## src/rtl/rc4_pkg.sv

```systemverilog
// rtl/rc4_pkg.sv - shared constants for the RC4 key-search sequencer
package rc4_pkg;

    localparam logic [7:0] CHAR_A  = 8'd97;
    localparam logic [7:0] CHAR_Z  = 8'd122;
    localparam logic [7:0] CHAR_SP = 8'd32;

    localparam int MSG_LEN_DEFAULT = 32;

    localparam logic [3:0] ST_IDLE       = 4'd0;
    localparam logic [3:0] ST_LAUNCH     = 4'd1;
    localparam logic [3:0] ST_WAIT_CHAIN = 4'd2;
    localparam logic [3:0] ST_RD_ADDR    = 4'd3;
    localparam logic [3:0] ST_RD_WAIT    = 4'd4;
    localparam logic [3:0] ST_CHECK      = 4'd5;
    localparam logic [3:0] ST_NEXT_KEY   = 4'd6;
    localparam logic [3:0] ST_FOUND      = 4'd7;
    localparam logic [3:0] ST_FAIL       = 4'd8;

endpackage

```

## src/rtl/plaintext_char_check.sv

```systemverilog
// rtl/plaintext_char_check.sv - combinational test for a printable plaintext byte
module plaintext_char_check
    import rc4_pkg::*;
(
    input  logic [7:0] char_in,
    output logic       char_ok
);

    assign char_ok = ((char_in >= CHAR_A) && (char_in <= CHAR_Z)) || (char_in == CHAR_SP);

endmodule

```

## src/rtl/key_search_ctrl.sv

```systemverilog
// rtl/key_search_ctrl.sv - brute-force key sequencer driving the RC4 decrypt chain
module key_search_ctrl
    import rc4_pkg::*;
#(
    parameter int KEY_W     = 24,
    parameter int SEARCH_W  = 22,
    parameter int KEY_START = 0,
    parameter int KEY_STEP  = 1,
    parameter int MSG_LEN   = MSG_LEN_DEFAULT
) (
    input  logic             clk,
    input  logic             reset,
    input  logic             start,
    input  logic             abort,
    output logic [KEY_W-1:0] key_out,
    output logic             chain_start,
    input  logic             chain_done,
    output logic             dm_sel,
    output logic [7:0]       dm_addr,
    input  logic [7:0]       dm_rddata,
    output logic             busy,
    output logic             found,
    output logic             fail
);

    localparam logic [7:0]       LAST_ADDR = 8'(MSG_LEN - 1);
    localparam logic [KEY_W-1:0] KEY_FIRST = KEY_W'(KEY_START);

    logic [3:0]        state;
    logic              char_ok;
    logic [SEARCH_W:0] step_sum;
    logic [KEY_W-1:0]  key_next;

    plaintext_char_check u_char_check (
        .char_in (dm_rddata),
        .char_ok (char_ok)
    );

    // One extra bit catches overflow of the searched field instead of wrapping.
    assign step_sum = {1'b0, key_out[SEARCH_W-1:0]} + (SEARCH_W+1)'(KEY_STEP);
    assign key_next = KEY_W'(step_sum[SEARCH_W-1:0]);

    always_ff @(posedge clk or posedge reset) begin
        if (reset) begin
            state       <= ST_IDLE;
            key_out     <= KEY_FIRST;
            chain_start <= 1'b0;
            dm_sel      <= 1'b0;
            dm_addr     <= 8'd0;
            busy        <= 1'b0;
            found       <= 1'b0;
            fail        <= 1'b0;
        end else begin
            chain_start <= 1'b0;
            if (abort && (state != ST_IDLE)) begin
                state  <= ST_IDLE;
                busy   <= 1'b0;
                dm_sel <= 1'b0;
            end else begin
                case (state)
                    ST_IDLE: begin
                        if (start && !abort) begin
                            key_out     <= KEY_FIRST;
                            found       <= 1'b0;
                            fail        <= 1'b0;
                            busy        <= 1'b1;
                            chain_start <= 1'b1;
                            state       <= ST_LAUNCH;
                        end
                    end
                    ST_LAUNCH: state <= ST_WAIT_CHAIN;
                    ST_WAIT_CHAIN: begin
                        if (chain_done) begin
                            dm_sel  <= 1'b1;
                            dm_addr <= 8'd0;
                            state   <= ST_RD_ADDR;
                        end
                    end
                    ST_RD_ADDR: state <= ST_RD_WAIT;
                    ST_RD_WAIT: state <= ST_CHECK;
                    ST_CHECK: begin
                        if (!char_ok) begin
                            state <= ST_NEXT_KEY;
                        end else if (dm_addr == LAST_ADDR) begin
                            found  <= 1'b1;
                            busy   <= 1'b0;
                            dm_sel <= 1'b0;
                            state  <= ST_FOUND;
                        end else begin
                            dm_addr <= dm_addr + 8'd1;
                            state   <= ST_RD_ADDR;
                        end
                    end
                    ST_NEXT_KEY: begin
                        dm_sel <= 1'b0;
                        if (step_sum[SEARCH_W]) begin
                            fail  <= 1'b1;
                            busy  <= 1'b0;
                            state <= ST_FAIL;
                        end else begin
                            key_out     <= key_next;
                            chain_start <= 1'b1;
                            state       <= ST_LAUNCH;
                        end
                    end
                    ST_FOUND: state <= ST_IDLE;
                    ST_FAIL:  state <= ST_IDLE;
                    default:  state <= ST_IDLE;
                endcase
            end
        end
    end

endmodule

```

## config.mk

```make
export PLATFORM = sky130hd
export DESIGN_NAME = key_search_ctrl
export DESIGN_NICKNAME = d
export VERILOG_FILES = /design/src/rtl/rc4_pkg.sv /design/src/rtl/plaintext_char_check.sv /design/src/rtl/key_search_ctrl.sv
export SDC_FILE = /design/constraint.sdc
export NUM_CORES = 1
export LEC_CHECK = 0
export ABC_AREA = 1
export BUFFER_PORTS_ARGS = -buffer_cell sky130_fd_sc_hd__buf_2
export CORE_AREA = 2 2 128 68
export DETAILED_ROUTE_END_ITERATION = 10
export DIE_AREA = 0 0 130 70
export SLEW_MARGIN = 30
export SYNTH_ARGS = -nofsm -noshare
export SYNTH_HDL_FRONTEND = slang
export SYNTH_SLANG_ARGS = --single-unit
```

## constraint.sdc

```tcl
create_clock -name clk -period 2.7 [get_ports clk]
set_input_delay 0.405 -clock clk [delete_from_list [all_inputs] [get_ports clk]]
set_output_delay 0.405 -clock clk [all_outputs]
set_load 0.05 [all_outputs]
```

Word level (Yosys, flattened, before mapping)
Index checks and enable logic that the tools add are counted.
{"block": "classes", "muxes": 33, "n_reduce_logical": 19, "n_bitwise": 1, "n_lt_le_gt_ge": 2, "n_addsub": 2, "n_eq_ne": 20}
{"op": "24-bit two-way mux", "n": 2}
{"op": "24-bit one-hot mux with 2 select lines", "n": 1}
{"op": "4-bit one-hot mux with 7 select lines", "n": 1}
{"op": "8-bit two-way mux", "n": 3}
{"op": "22-bit by 1-bit adder with 23-bit output (second input constant)", "n": 1}
{"op": "4-bit two-way mux", "n": 4}
{"op": "8-bit one-hot mux with 2 select lines", "n": 1}
{"op": "3-bit inequality test (second input constant)", "n": 5}
{"op": "5-bit AND reduction", "n": 3}
{"op": "1-bit two-way mux", "n": 14}
{"op": "2-bit inequality test (second input constant)", "n": 7}
{"op": "4-bit by 3-bit == test with 1-bit output (second input constant)", "n": 3}
{"op": "4-bit AND reduction", "n": 3}
{"op": "4-bit nonzero test", "n": 3}
{"op": "8-bit by 1-bit adder with 8-bit output (second input constant)", "n": 1}
{"op": "4-bit by 2-bit == test with 1-bit output (second input constant)", "n": 2}
{"op": "8-bit by 5-bit == test with 1-bit output (second input constant)", "n": 1}
{"op": "8-bit by 6-bit == test with 1-bit output (second input constant)", "n": 1}
{"op": "8-bit by 7-bit greater-or-equal comparator with 1-bit output (second input constant)", "n": 1}
{"op": "8-bit by 7-bit less-or-equal comparator with 1-bit output (second input constant)", "n": 1}
{"op": "3-bit two-way mux", "n": 2}
{"op": "1-bit one-hot mux with 2 select lines", "n": 3}
{"op": "1-bit one-hot mux with 3 select lines", "n": 2}
{"op": "2-bit nonzero test", "n": 3}
{"op": "7 further kinds", "n": 9}
{"block": "word_totals", "wordCells": 85, "output_inout_bits": 37, "ff_bits": 41, "inputBits": 13}

Logic depth before layout (Yosys ltp)
Gate-level depths: netlist of run 1.
{"block": "depth", "ltp_word": 6, "ltp_mapped": 12, "depth_no_buf": 12}

Cells and area by module
A second synthesis of run 1 with hierarchy kept.
{"block": "unflattened", "hier_cells": 387, "area_unflattened_um2": 2725.1}
{"mod": "key_search_ctrl", "cells_each": 372, "n_inst": 1, "seq_area_each_um2": 975.9, "area_each_um2": 2653.8}
{"mod": "plaintext_char_check", "cells_each": 15, "n_inst": 1, "seq_area_each_um2": 0.0, "area_each_um2": 71.3}

Worst setup path before layout of run 1
Ideal clock, no wire load.
{"block": "synth_path", "kind": "register -> register", "startpoint": "reg key_out[0]", "endpoint": "reg key_out[0]", "stages_incl_launch_ff": 11, "t_required_ns": 2.559, "slack_ns": 0.796, "path_buffers": 1, "period_less_slack_ns": 1.904, "t_arrival_ns": 1.763, "setup_time_ns": 0.141, "path_cell_list": "dfrtp_1 ha_1 nand2_1 clkinv_1 nand2_2 nand3_4 nand2_8 inv_8 buf_12 nand2_2 o21ai_2"}
{"block": "synth_between", "elab_chain_len": 3, "elab_cells_between_ends": 5, "cone_classes": "add/sub: 1; eq/ne: 1; mux: 2; reduce/logical: 1"}
{"element": "start: declaration", "line": "key_search_ctrl.sv:15", "text": "output logic [KEY_W-1:0] key_out,"}
{"element": "start signal: assignment", "line": "key_search_ctrl.sv:101", "text": "key_out <= key_next;"}
{"element": "22-bit by 1-bit adder with 23-bit output (*)", "line": "key_search_ctrl.sv:40", "text": "assign step_sum = {1'b0, key_out[SEARCH_W-1:0]} + (SEARCH_W+1)'(KEY_STEP);"}
{"element": "2-bit inequality test (no line) / 24-bit two-way mux (equally long branches)"}
{"element": "4-bit AND reduction (no line) / 24-bit one-hot mux with 2 select lines (equally long branches)"}
Every way passes the cells marked *; elsewhere a longest branch is shown, timed or not. The select of a mux whose other input is x is not followed.
A chain may end at the register's enable or synchronous reset.

Final worst setup path of run 1
{"block": "layout_path", "startpoint": "reg state[0]", "endpoint": "reg key_out[15]"}
{"block": "layout_between", "elab_chain_len": 4, "elab_cells_between_ends": 10, "cone_classes": "eq/ne: 3; mux: 1; bitwise: 1; reduce/logical: 5"}
{"element": "start: declaration", "line": "key_search_ctrl.sv:29", "text": "logic [3:0] state;"}
{"element": "start signal: assignment", "line": "key_search_ctrl.sv:45", "text": "state <= ST_IDLE;"}
{"element": "start signal: assignment", "line": "key_search_ctrl.sv:56", "text": "state <= ST_IDLE;"}
{"element": "start signal: assignment", "line": "key_search_ctrl.sv:68", "text": "state <= ST_LAUNCH;"}
{"element": "branches (longest 4 deep; another with 4-bit by 3-bit == test with 1-bit output)"}
Parallel ways; which one is timed is not known.

==> results.rst, run 1 <==
.. list-table::
   :header-rows: 1

   * - Metric
     - Value
   * - Buffering stage count on the worst path with inverters included
     - 3
   * - Xor/xnor cell area share of the yosys netlist
     - 0.0284
   * - Global routing usage summed across all routing layers
     - 0.164
   * - Power density over the cells
     - a little under 600 nW/µm²
   * - Final critical delay including setup and external delays
     - ~1.9 ns
   * - Number of enable-type register cells in the synthesized netlist
     - 0
   * - Detailed-route wire length
     - a little under 7 mm
   * - Async set-or-reset flop fraction in the synthesized netlist
     - 1.00
   * - Count of mapped cells out of synthesis
     - about 380
   * - Clk pin slew, worst setup/hold paths
     - 0.06 ns
   * - Clock tree root driver cell
     - sky130_fd_sc_hd__clkbuf_16
   * - Share of post-route cells with drive strength above 1
     - 0.269
   * - PortBufs
     - 47
   * - Area of the die
     - ~9100 µm²
   * - Die outline height
     - ~70 µm
   * - Multiplexer area fraction after synthesis
     - 0
   * - Portion of the clock cycle consumed by the worst path in the final layout
     - 0.699
   * - Signed area change from the synthesized netlist to the final layout
     - 16.1%
   * - Post-CTS setup-driven buffer insertion count
     - 0
   * - Number of fill cells in the layout
     - 850
   * - Share of the core filled with cells
     - 0.394
   * - Category of the critical setup timing path
     - reg2reg
   * - Reg area
     - 976 µm²
   * - Total half-perimeter wirelength after legalization and detailed placement
     - ~5.4 mm
   * - Row count
     - 24
   * - Area taken by multi-input logic gates
     - between 1500 and 2000 µm²
   * - Nets
     - ~450
   * - Count of final hold-check violations
     - 0
   * - Pin count of the biggest net entering global routing
     - 40
   * - Cell area after technology mapping
     - around 2800 µm²
   * - Number of warnings reported in the yosys synthesis log
     - 0
   * - Maximum clock insertion buffer count
     - 2
   * - Hold buffer count at cts
     - 0
   * - Arithmetic-cell share of the synthesized area counting full adders, half adders and majority gates
     - 0.00900
   * - Worst clock skew
     - roughly 0.012 ns
   * - Critical Path AT
     - ~2.1 ns
   * - Avg WL per Cell
     - roughly 13 µm
   * - Type of the most critical hold path
     - in2async
   * - Critical Path End Type
     - flip-flop
   * - Mean post-synth cell area
     - 7.24 µm²
   * - Worst Tran Pin Value
     - roughly 0.53 ns
   * - Unrepaired setup endpoints after global routing
     - no
   * - # DRC
     - 0
   * - Global-route wire length before repair
     - roughly 12 mm
   * - Critical path, cell by cell
     - inv_1, nand3_2, clkinv_2, nand3_4, nand2_8, inv_8, nand2_1, o21ai_2
   * - Relative slew slack
     - 0.649
   * - Status
     - completed
   * - Antenna violations before repair
     - 0
   * - Clock insertion delay at the later pin of the skew report
     - about 0.28 ns
   * - Initial cell density of the core
     - 0.339
   * - Total congestion overflow after global routing
     - 0
   * - Clock tree from TritonCTS
     - yes
   * - Vias in the first global route
     - roughly 2,300
   * - Number of antenna repair diodes
     - 0
   * - Compound-gate portion of the synthesized area
     - 0.100
   * - Number of distinct library cells after synthesis
     - 41
   * - Main combinational cell family by area after synthesis
     - simple AND/OR/NAND/NOR gates
   * - Sequential element share of the synthesized area
     - 0.351
   * - Detailed Routing Iterations Pass 1
     - 4
   * - Largest delay share family, worst path
     - simple AND/OR/NAND/NOR gates
   * - Sum of negative setup slack
     - 0 ns
   * - Number of max-slew violations in the final report
     - 0
   * - Longest individual stage delay on the worst path
     - approximately 0.43 ns
   * - Area of the core
     - 8200 µm²
   * - Antenna-violating nets left
     - 0
   * - Crit-path slowest cell
     - sky130_fd_sc_hd__dfrtp_1
   * - H-tree depth
     - 2
   * - Crit path required time
     - between 2 and 3 ns
   * - Post-synth top flop
     - sky130_fd_sc_hd__dfrtp_1
   * - Timing-limited maximum frequency
     - 0.530 GHz
   * - Number of gates resized after cts
     - 0
   * - Leakage power total
     - roughly 1.5 nW
   * - Final Setup Violations
     - 0
   * - Peak supply drop
     - approximately 0.00028 V
   * - Number of register bits inferred by synthesis
     - 39
   * - Via count
     - 2,531
   * - Top-level port count
     - 50
   * - Reported max-cap violation count
     - 0
   * - Die outline width
     - around 130 µm
   * - TritonCTS Buffers
     - 5
   * - Sort of element at the start of the critical path
     - flip-flop
   * - Global placement routability congestion
     - approximately 0.94
   * - Routed vias/inst
     - 4.61
   * - Highest net fanout along the worst path
     - 27
   * - Iteration-0 DRC Markers
     - 263
   * - Simple-gate area share of the yosys netlist
     - 0.420
   * - Number of sinks on the clock net
     - 39
==> stage by stage <==
stage,instances,instance area [µm²],setup WS [ns],hold WS (ns),total power [W]
after floorplan,385,2780,0.796,0.610,0.00125
after global placement,542,3090,0.876,0.451,0.00134
after detailed placement,542,3090,0.821,0.462,0.00134
after CTS,549,3230,0.805,0.282,0.00192
after global routing,549,3230,0.630,0.312,0.00202
final,549,3230,0.812,0.248,0.00191
==> worst register-to-register path: cells and delay by family (launching register included) <==
kind	cells	cell delay [ns]
DFF	1	0.43
AOI/OAI and AO/OA	1	0.06
buffers and inverters	3	0.63
and+or+nand+nor	4	0.70
==> synth_stat cells (2+ instances only) <==
library cell               count  share of area
sky130_fd_sc_hd__ha_1          2         0.0090
sky130_fd_sc_hd__nand3_1      36          0.065
sky130_fd_sc_hd__nor2_1       51          0.069
sky130_fd_sc_hd__and3_1        2         0.0045
sky130_fd_sc_hd__nor4_1        2         0.0045
sky130_fd_sc_hd__nand2_2      18          0.041
sky130_fd_sc_hd__dfrtp_1      39           0.35
sky130_fd_sc_hd__o21ai_0       4         0.0072
sky130_fd_sc_hd__o21ai_2      17          0.054
sky130_fd_sc_hd__or2_2         6          0.014
sky130_fd_sc_hd__buf_2         2         0.0036
sky130_fd_sc_hd__nand4_1       4         0.0090
sky130_fd_sc_hd__nor3_1        4         0.0072
sky130_fd_sc_hd__xor2_1        9          0.028
sky130_fd_sc_hd__nand3_4       2          0.013
sky130_fd_sc_hd__buf_12        2          0.014
sky130_fd_sc_hd__nor2_2        6          0.014
sky130_fd_sc_hd__o21ai_1       7          0.013
sky130_fd_sc_hd__nand2_4       2         0.0081
sky130_fd_sc_hd__inv_1        38          0.051
sky130_fd_sc_hd__buf_4         3         0.0081
sky130_fd_sc_hd__nand2_1     105           0.14
sky130_fd_sc_hd__a21oi_1       4         0.0072
sky130_fd_sc_hd__nand3b_1      2         0.0054
==> logic make-up (layout without fill, tap and decap cells) <==
kind of cell,count (synthesis),after routing
other cells,1,2
fa+ha+maj,2,2
compound gates,38,38
flops,39,39
xor+xnor,9,9
buf+inv,50,97
simple gates,245,245
==> flip-flops by register name (all words and copies together), names as in the netlist <==
register,flops
chain_start,1
found,1
state,4
dm_addr,8
key_out,22
busy,1
fail,1
dm_sel,1
==> worst paths after layout <==
check | startpoint | end | slack [ns] | cells past startpoint
worst max register to register | state[0] | key_out[15] | 0.81 | 8
worst max-delay path | state[0] | key_out[15] | 0.81 | 8
worst min-delay path | reset | dm_addr[1] | 0.25 | 3
max in group asynchronous | reset | key_out[4] | 2.07 | 3
worst min register to register | busy | busy | 0.48 | 2
min in group clk | busy | busy | 0.48 | 2
==> metal layers <==
layer	vias to the layer above	part of all wire	track usage
met5	-	0	0
met4	0	0.0040	0.0346
met3	2	0.074	0.0383
met2	71	0.37	0.209
met1	1137	0.55	0.271
li1	1321	-	-
==> layout make-up <==
cell class | count | share of cell area
clock buffer | 5 | 0.0388
inverter | 42 | 0.0516
multi-input combinational | 296 | 0.482
timing repair buffer | 48 | 0.0752
clock inverter | 2 | 0.00427
tap | 117 | 0.0454
sequential | 39 | 0.302
==> power breakdown <==
part | internal (W) | total, W | switching (W) | leakage [nW]
Clock | 0.000337 | 0.000581 | 0.000244 | 0.0696
Sequential | 0.000630 | 0.000687 | 0.0000578 | 0.539
Combinational | 0.000170 | 0.000640 | 0.000471 | 0.886
Total | 0.00114 | 0.00191 | 0.000772 | 1.50
==> placed cells by master, fill, tap and decap left out, drive strengths merged <==
master / instances
a211oi: 1
a21oi: 5
a31o: 1
a31oi: 1
and3: 2
buf: 48
clkbuf: 5
clkinv: 4
conb: 2
dfrtp: 39
ha: 2
inv: 40
nand2: 126
nand3: 39
nand3b: 2
nand4: 4
nor2: 59
nor3: 5
nor4: 2
o21a: 1
o21ai: 28
o21bai: 1
or2: 6
xor2: 9
Power figures use the tool's default switching activity.
==> inputs of run 2 (changes only) <==
--- a/config.mk
+++ b/config.mk
@@ -5,11 +5,11 @@
 export SDC_FILE = /design/constraint.sdc
 export NUM_CORES = 1
 export LEC_CHECK = 0
-export ABC_AREA = 1
+export ABC_AREA = 0
 export BUFFER_PORTS_ARGS = -buffer_cell sky130_fd_sc_hd__buf_2
-export CORE_AREA = 2 2 128 68
+export CORE_AREA = 2 2 118 63
 export DETAILED_ROUTE_END_ITERATION = 10
-export DIE_AREA = 0 0 130 70
+export DIE_AREA = 0 0 120 65
 export SLEW_MARGIN = 30
 export SYNTH_ARGS = -nofsm -noshare
 export SYNTH_HDL_FRONTEND = slang
==> constraint.sdc (replaced) <==
create_clock -name clk -period 1.5 [get_ports clk]
set_input_delay 0.225 -clock clk [delete_from_list [all_inputs] [get_ports clk]]
set_output_delay 0.225 -clock clk [all_outputs]
set_load 0.05 [all_outputs]
==> results.rst, run 2 <==
.. list-table::
   :header-rows: 1

   * - Metric
     - Value
   * - Status
     - complete, but fails checks
   * - Violations in the final reports
     - setup timing
   * - Count of final hold-check violations
     - 0
   * - Number of max-slew violations in the final report
     - 0
   * - Number of distinct library cells after synthesis
     - 53
   * - Antenna-violating nets left
     - 0
   * - Library cell with the largest summed area after synthesis
     - sky130_fd_sc_hd__dfrtp_1
   * - Top-level port count
     - 50
   * - Row count
     - 22
   * - Number of enable-type register cells in the synthesized netlist
     - 0
   * - Number of register bits inferred by synthesis
     - 39
   * - Number of flip-flops in the largest register
     - 22
   * - Avg WL per Cell
     - around 18 µm
   * - Highest net fanout along the worst path
     - 5
   * - H-tree depth
     - 2
   * - Leakage power total
     - around 1.9 nW
   * - Number of antenna repair diodes
     - 0
   * - Timing-limited maximum frequency
     - about 0.51 GHz
   * - Critical Path AT
     - between 2 and 2.5 ns
   * - Mean post-synth cell area
     - 9.14 µm²
   * - Sum of negative setup slack
     - -12.58 ns
   * - Total half-perimeter wirelength after legalization and detailed placement
     - 6.13 mm
   * - Hold buffer count at cts
     - 0
   * - Relative slew slack
     - 0.627
   * - Critical Path End Type
     - flip-flop
   * - Most frequent standard cell in the layout excluding fill and tap cells
     - sky130_fd_sc_hd__buf_4
   * - Area of the die
     - between 7000 and 8000 µm²
   * - TritonCTS Buffers
     - 5
   * - PortBufs
     - 47
   * - Global routing usage summed across all routing layers
     - 0.239
   * - Clock tree from TritonCTS
     - yes
   * - Power density over the cells
     - 707 nW/µm²
   * - Area share of the largest cell type after synthesis
     - 0.414
   * - Share of post-route cells with drive strength above 1
     - 0.637
   * - Share of the core filled with cells
     - 0.625
   * - Area of the core
     - 6910 µm²
   * - Routed vias/inst
     - about 5.4
   * - Pin count of the biggest net entering global routing
     - 40
   * - Reported max-cap violation count
     - 0
   * - Post-synth top flop
     - sky130_fd_sc_hd__dfrtp_1
   * - Signed area change from the synthesized netlist to the final layout
     - 83.1%
   * - Peak supply drop
     - roughly 0.00067 V
   * - Nets
     - around 440
   * - Antenna violations before repair
     - 0
   * - Worst clock skew
     - around 0.0044 ns
   * - Number of warnings reported in the yosys synthesis log
     - 0
   * - Sequential element share of the synthesized area
     - 0.414
   * - Die outline height
     - 65 µm
   * - Clock tree root driver cell
     - sky130_fd_sc_hd__clkbuf_16
   * - Worst Tran Pin Value
     - between 0.5 and 0.6 ns
   * - Count of mapped cells out of synthesis
     - ~260
   * - Clock insertion delay at the later pin of the skew report
     - just under 0.3 ns
   * - Number of sinks on the clock net
     - 39
   * - Crit path required time
     - 1.72 ns
   * - Total congestion overflow after global routing
     - 0
   * - Via count
     - between 2,000 and 3,000
   * - Final critical delay including setup and external delays
     - about 2 ns
   * - Type of the most critical hold path
     - in2async
   * - Top post-synthesis cells by count
     - 39 x sky130_fd_sc_hd__dfrtp_1, 32 x sky130_fd_sc_hd__nor2_1, 18 x sky130_fd_sc_hd__xnor2_1, 14 x sky130_fd_sc_hd__nand2_1, 14 x sky130_fd_sc_hd__nand3_1
   * - Maximum clock insertion buffer count
     - 2
   * - Global-route wire length before repair
     - around 14 mm
   * - Number of fill cells in the layout
     - about 570
   * - Most area-consuming cells after synthesis
     - sky130_fd_sc_hd__dfrtp_1 41%, sky130_fd_sc_hd__xnor2_1 6.7%, sky130_fd_sc_hd__nor2_1 5.1%, sky130_fd_sc_hd__nand3_1 3.0%, sky130_fd_sc_hd__a211oi_1 2.9%
   * - Async set-or-reset flop fraction in the synthesized netlist
     - 1.00
   * - Cell area after technology mapping
     - about 2400 µm²
   * - Minimum setup slack after placement
     - -0.486 ns
   * - Final Setup Violations
     - 39
   * - Sort of element at the start of the critical path
     - flip-flop
   * - Category of the critical setup timing path
     - reg2reg
   * - Global placement routability congestion
     - ~0.9
   * - Portion of the clock cycle consumed by the worst path in the final layout
     - 1.31
   * - Top library cells by usage in the layout, fill and taps aside
     - 104 x sky130_fd_sc_hd__buf_4, 47 x sky130_fd_sc_hd__buf_2, 29 x sky130_fd_sc_hd__dfrtp_2, 24 x sky130_fd_sc_hd__nor2_1, 16 x sky130_fd_sc_hd__xnor2_1
   * - Detailed Routing Iterations Pass 1
     - 5
   * - Minimum setup slack in the final design
     - -0.459 ns
   * - Vias in the first global route
     - roughly 2,700
   * - Cell with the most instances after synthesis
     - sky130_fd_sc_hd__dfrtp_1
   * - Largest registers ranked by flip-flop count
     - key_out: 22 flops, dm_addr: 8 flops, state: 4 flops
   * - Die outline width
     - ~120 µm
   * - Initial cell density of the core
     - 0.341
   * - Unrepaired setup endpoints after global routing
     - yes
   * - # DRC
     - 0
   * - Detailed-route wire length
     - slightly above 9 mm
   * - Iteration-0 DRC Markers
     - 209
   * - Register containing the most flip-flops in the final layout
     - key_out
   * - Clk pin slew, worst setup/hold paths
     - ~0.060 ns
[run 2: cell count changes after synthesis, moves of 9 or more]
cell                      change
sky130_fd_sc_hd__nand2_2     -18
sky130_fd_sc_hd__xor2_1       -9
sky130_fd_sc_hd__xnor2_1     +18
sky130_fd_sc_hd__o21ai_2     -17
sky130_fd_sc_hd__nand2_1     -91
sky130_fd_sc_hd__nor2_1      -19
sky130_fd_sc_hd__inv_1       -29
sky130_fd_sc_hd__a21oi_1      +9
sky130_fd_sc_hd__nand3_1     -22
[run 2: timing repair]
item                       CTS  global route
setup endpoints to repair   38            38
cloned                       3             0
buffers inserted            15             6
pin swaps                   12             5
gates resized for setup     59            16
[run 2: power by group]
group,switching (W),leakage [nW],internal [W]
registers,0.0000311,0.492,0.00109
logic,0.000389,1.29,0.000262
clock network,0.000451,0.0868,0.000828
[run 2: cells by family after synthesis]
logic type	after synthesis	synth area share
simple gates	104	0.242
compound gates	68	0.214
flops	39	0.414
buf+inv	25	0.0467
xor+xnor	18	0.0668
fa+ha+maj	2	0.0106
other cells	1	0.00159
mux	1	0.00477
[run 2: final timing paths]
check                              endpoint  depth (start not counted)  slack (ns)        from
worst max-delay path            key_out[15]                          8       -0.46  key_out[0]
worst min-delay path             dm_addr[6]                          3        0.06       reset
worst max register to register  key_out[15]                          8       -0.46  key_out[0]
worst min register to register         busy                          1        0.51        busy
max in group asynchronous       key_out[18]                          3        1.06       reset
min in group clk                   state[3]                          3        0.32  chain_done
[run 2: layout make-up]
class | instances | area [µm²] | share of cell area
sequential | 39 | 1010 | 0.234
clock inverter | 2 | 35.0 | 0.00811
timing repair buffer | 170 | 1270 | 0.295
tap | 96 | 120 | 0.0278
clock buffer | 6 | 139 | 0.0322
inverter | 9 | 33.8 | 0.00782
multi-input combinational | 195 | 1700 | 0.395
[run 2: critical path, stage by stage (launching register included)]
cell and delay (ns):
sky130_fd_sc_hd__dfrtp_2 0.43, sky130_fd_sc_hd__ha_4 0.17, sky130_fd_sc_hd__nand3_4 0.10, sky130_fd_sc_hd__nor4_4 0.05, sky130_fd_sc_hd__buf_4 0.16, sky130_fd_sc_hd__buf_4 0.15, sky130_fd_sc_hd__a21o_4 0.22, sky130_fd_sc_hd__or4_1 0.47
sky130_fd_sc_hd__a21oi_1 0.13
[run 2: metrics by stage]
stage	hold slack, ns	instances	total power, W	instance area (µm²)
2_1_floorplan	0.428	259	0.00144	2600
3_3_place_gp	0.380	487	0.00164	3630
3_5_place_dp	0.379	487	0.00165	3630
4_1_cts	0.0734	511	0.00302	4200
5_1_grt	0.116	517	0.00316	4320
6_report	0.0577	517	0.00305	4320
[run 2: routing by layer]
layer | GRT usage | up-vias | wire length [µm]
met1 | 0.347 | 1350 | 4390
met3 | 0.0572 | 12 | 691
met5 | 0 | - | 0
li1 | - | 1291 | -
met2 | 0.357 | 122 | 3880
met4 | 0.0544 | 0 | 103
==> inputs of run 3 (changes only) <==
--- a/config.mk
+++ b/config.mk
@@ -10,6 +10,7 @@
 export CORE_AREA = 2 2 118 63
 export DETAILED_ROUTE_END_ITERATION = 10
 export DIE_AREA = 0 0 120 65
+export HOLD_SLACK_MARGIN = 0.08
 export SLEW_MARGIN = 30
 export SYNTH_ARGS = -nofsm -noshare
 export SYNTH_HDL_FRONTEND = slang
==> results.rst, run 3 (synthesized netlist as in run 2, its figures left out) <==
.. list-table::
   :header-rows: 1

   * - Metric
     - Value
   * - Internal Pwr Total
     - roughly 0.0022 W
   * - Maximum clock insertion buffer count
     - 2
   * - Clock insertion delay at the later pin of the skew report
     - between 0.2 and 0.3 ns
   * - Signed area change from the synthesized netlist to the final layout
     - 83.6%
   * - Worst r2r src
     - state[0]
   * - Most frequent standard cell in the layout excluding fill and tap cells
     - sky130_fd_sc_hd__buf_4
   * - Post-route cell area
     - about 4300 µm²
   * - Area of the core
     - just under 7000 µm²
   * - Switching fraction of total power
     - 0.286
   * - Via count
     - roughly 2,800
   * - Flop pwr share
     - 0.367
   * - Global-route wire length before repair
     - 14.2 mm
   * - Setup slack of the worst register-to-register path
     - -0.46 ns
   * - Antenna-violating nets left
     - 0
   * - Start point of the critical path
     - state[0]
   * - Routed vias/inst
     - roughly 5.4
   * - Number of sinks on the clock net
     - 39
   * - Pin count of the biggest net entering global routing
     - 40
   * - Highest net fanout along the worst path
     - 7
   * - Initial cell density of the core
     - 0.341
   * - Category of the critical setup timing path
     - reg2reg
   * - Portion of the clock cycle consumed by the worst path in the final layout
     - 1.31
   * - Count of final hold-check violations
     - 0
   * - Psw
     - roughly 0.00087 W
   * - Worst clock skew
     - 0.00336 ns
   * - Nets
     - around 440
   * - # DRC
     - 0
   * - Number of flip-flops in the largest register
     - 22
   * - Clock tree root driver cell
     - sky130_fd_sc_hd__clkbuf_16
   * - Capture point of the worst reg-to-reg path
     - dm_addr[6]
   * - Top library cells by usage in the layout, fill and taps aside
     - 104 x sky130_fd_sc_hd__buf_4, 47 x sky130_fd_sc_hd__buf_2, 29 x sky130_fd_sc_hd__dfrtp_2, 24 x sky130_fd_sc_hd__nor2_1, 16 x sky130_fd_sc_hd__xnor2_1
   * - Global placement routability congestion
     - approximately 0.9
   * - Worst Tran Pin Value
     - roughly 0.57 ns
   * - Total half-perimeter wirelength after legalization and detailed placement
     - roughly 6.1 mm
   * - Iteration-0 DRC Markers
     - between 150 and 200
   * - Final Total Pwr
     - approximately 0.0031 W
   * - Number of max-slew violations in the final report
     - 0
   * - Share of post-route cells with drive strength above 1
     - 0.635
   * - Total congestion overflow after global routing
     - 0
   * - Clock share of power
     - 0.419
   * - Critical Path End Type
     - flip-flop
   * - Detailed Routing Iterations Pass 1
     - 5
   * - Comb power frac
     - 0.214
   * - Minimum setup slack in the final design
     - -0.459 ns
   * - Unrepaired setup endpoints after global routing
     - yes
   * - Layout Cells excl Fill
     - 518
   * - Top-level port count
     - 50
   * - Timing-limited maximum frequency
     - roughly 0.5 GHz
   * - Die outline height
     - between 60 and 70 µm
   * - Power density over the cells
     - between 700 and 800 nW/µm²
   * - Number of placed instances with taps included
     - about 500
   * - Capture point of the critical path
     - dm_addr[6]
   * - Number of antenna repair diodes
     - 0
   * - Register containing the most flip-flops in the final layout
     - key_out
   * - Clock tree from TritonCTS
     - yes
   * - Area of the die
     - ~7800 µm²
   * - Peak supply drop
     - 0.000671 V
   * - Relative slew slack
     - 0.619
   * - Avg WL per Cell
     - about 18 µm
   * - Sort of element at the start of the critical path
     - flip-flop
   * - Final Setup Violations
     - 39
   * - Cell Area, Placed
     - about 3600 µm²
   * - Final critical delay including setup and external delays
     - 1.96 ns
   * - Reported max-cap violation count
     - 0
   * - Die outline width
     - around 120 µm
   * - Detailed-route wire length
     - slightly above 9 mm
   * - Row count
     - 22
   * - Critical Path AT
     - approximately 2.2 ns
   * - Violations in the final reports
     - setup timing
   * - Global routing usage summed across all routing layers
     - 0.239
   * - Clk pin slew, worst setup/hold paths
     - 0.06 ns
   * - TritonCTS Buffers
     - 5
   * - Status
     - complete, but fails checks
   * - Leakage power total
     - 1.87 nW
   * - Crit path required time
     - between 1.5 and 2 ns
   * - Type of the most critical hold path
     - in2reg
   * - Share of the core filled with cells
     - 0.627
   * - Vias in the first global route
     - approximately 2,700
   * - H-tree depth
     - 2
   * - PortBufs
     - 47
   * - Antenna violations before repair
     - 0
   * - Largest registers ranked by flip-flop count
     - key_out: 22 flops, dm_addr: 8 flops, state: 4 flops
   * - Worst-case reg-to-reg path depth
     - 4
==> run 3: cell count changes in the layout (fill, tap and decap cells not counted), sizes merged <==
cell	delta
dlygate4sd3	+1
==> run 3: layout make-up <==
cell class,instances,area (µm²)
clock buffer,6,139
clock inverter,2,35.0
fill,565,2580
inverter,9,33.8
multi-input combinational,195,1700
sequential,39,1010
tap,96,120
timing repair buffer,171,1280
==> run 3: stage by stage <==
step           hold slack (ns)  setup slack, ns  setup TNS (ns)
5_1_grt                  0.304           -0.504          -15.09
6_report                 0.315           -0.459          -12.78
2_1_floorplan            0.428           -0.454          -12.44
3_5_place_dp             0.379           -0.486          -14.13
4_1_cts                  0.295           -0.385          -10.98
3_3_place_gp             0.380           -0.402          -12.53
==> run 3: worst max-delay path: stages, from the launching register on <==
cell and delay (ns):
sky130_fd_sc_hd__dfrtp_2 0.46, sky130_fd_sc_hd__o41a_1 0.47, sky130_fd_sc_hd__or3b_4 0.39, sky130_fd_sc_hd__or4_1 0.41, sky130_fd_sc_hd__a21oi_1 0.15
==> run 3: how the worst min path moves through the flow <==
stage | start | cells past startpoint | endpoint
floorplan | reset | 1 | busy
detailed placement | reset | 3 | key_out[0]
CTS | chain_done | 3 | state[3]
finish | chain_done | 3 | state[3]
global placement | reset | 3 | busy
global route | chain_done | 3 | state[3]
==> run 3: timing repair <==
action,4_1_cts,5_1_grt
hold buffers,1,0
setup endpoints to repair,38,38
buffers inserted,15,6
endpoints found under the hold margin,29,0
gates resized for setup,59,16
gates cloned,3,0
pin swaps,12,5
==> run 3: power groups by stage <==
stage               Sequential (W)  Clock [W]  Combinational, W
finish                     0.00112    0.00128          0.000655
global route               0.00113    0.00135          0.000691
CTS                        0.00112    0.00129          0.000614
detailed placement         0.00114          0          0.000510
global placement           0.00114          0          0.000504
floorplan                  0.00123          0          0.000209
==> run 3: routing by layer <==
metal | global-route usage | wire length (µm) | part of all wire | vias up
li1 | - | - | - | 1297
met1 | 0.347 | 4420 | 0.48 | 1376
met2 | 0.358 | 3990 | 0.44 | 125
met3 | 0.0572 | 660 | 0.072 | 4
met4 | 0.0544 | 53 | 0.0058 | 0
met5 | 0 | 0 | 0 | -
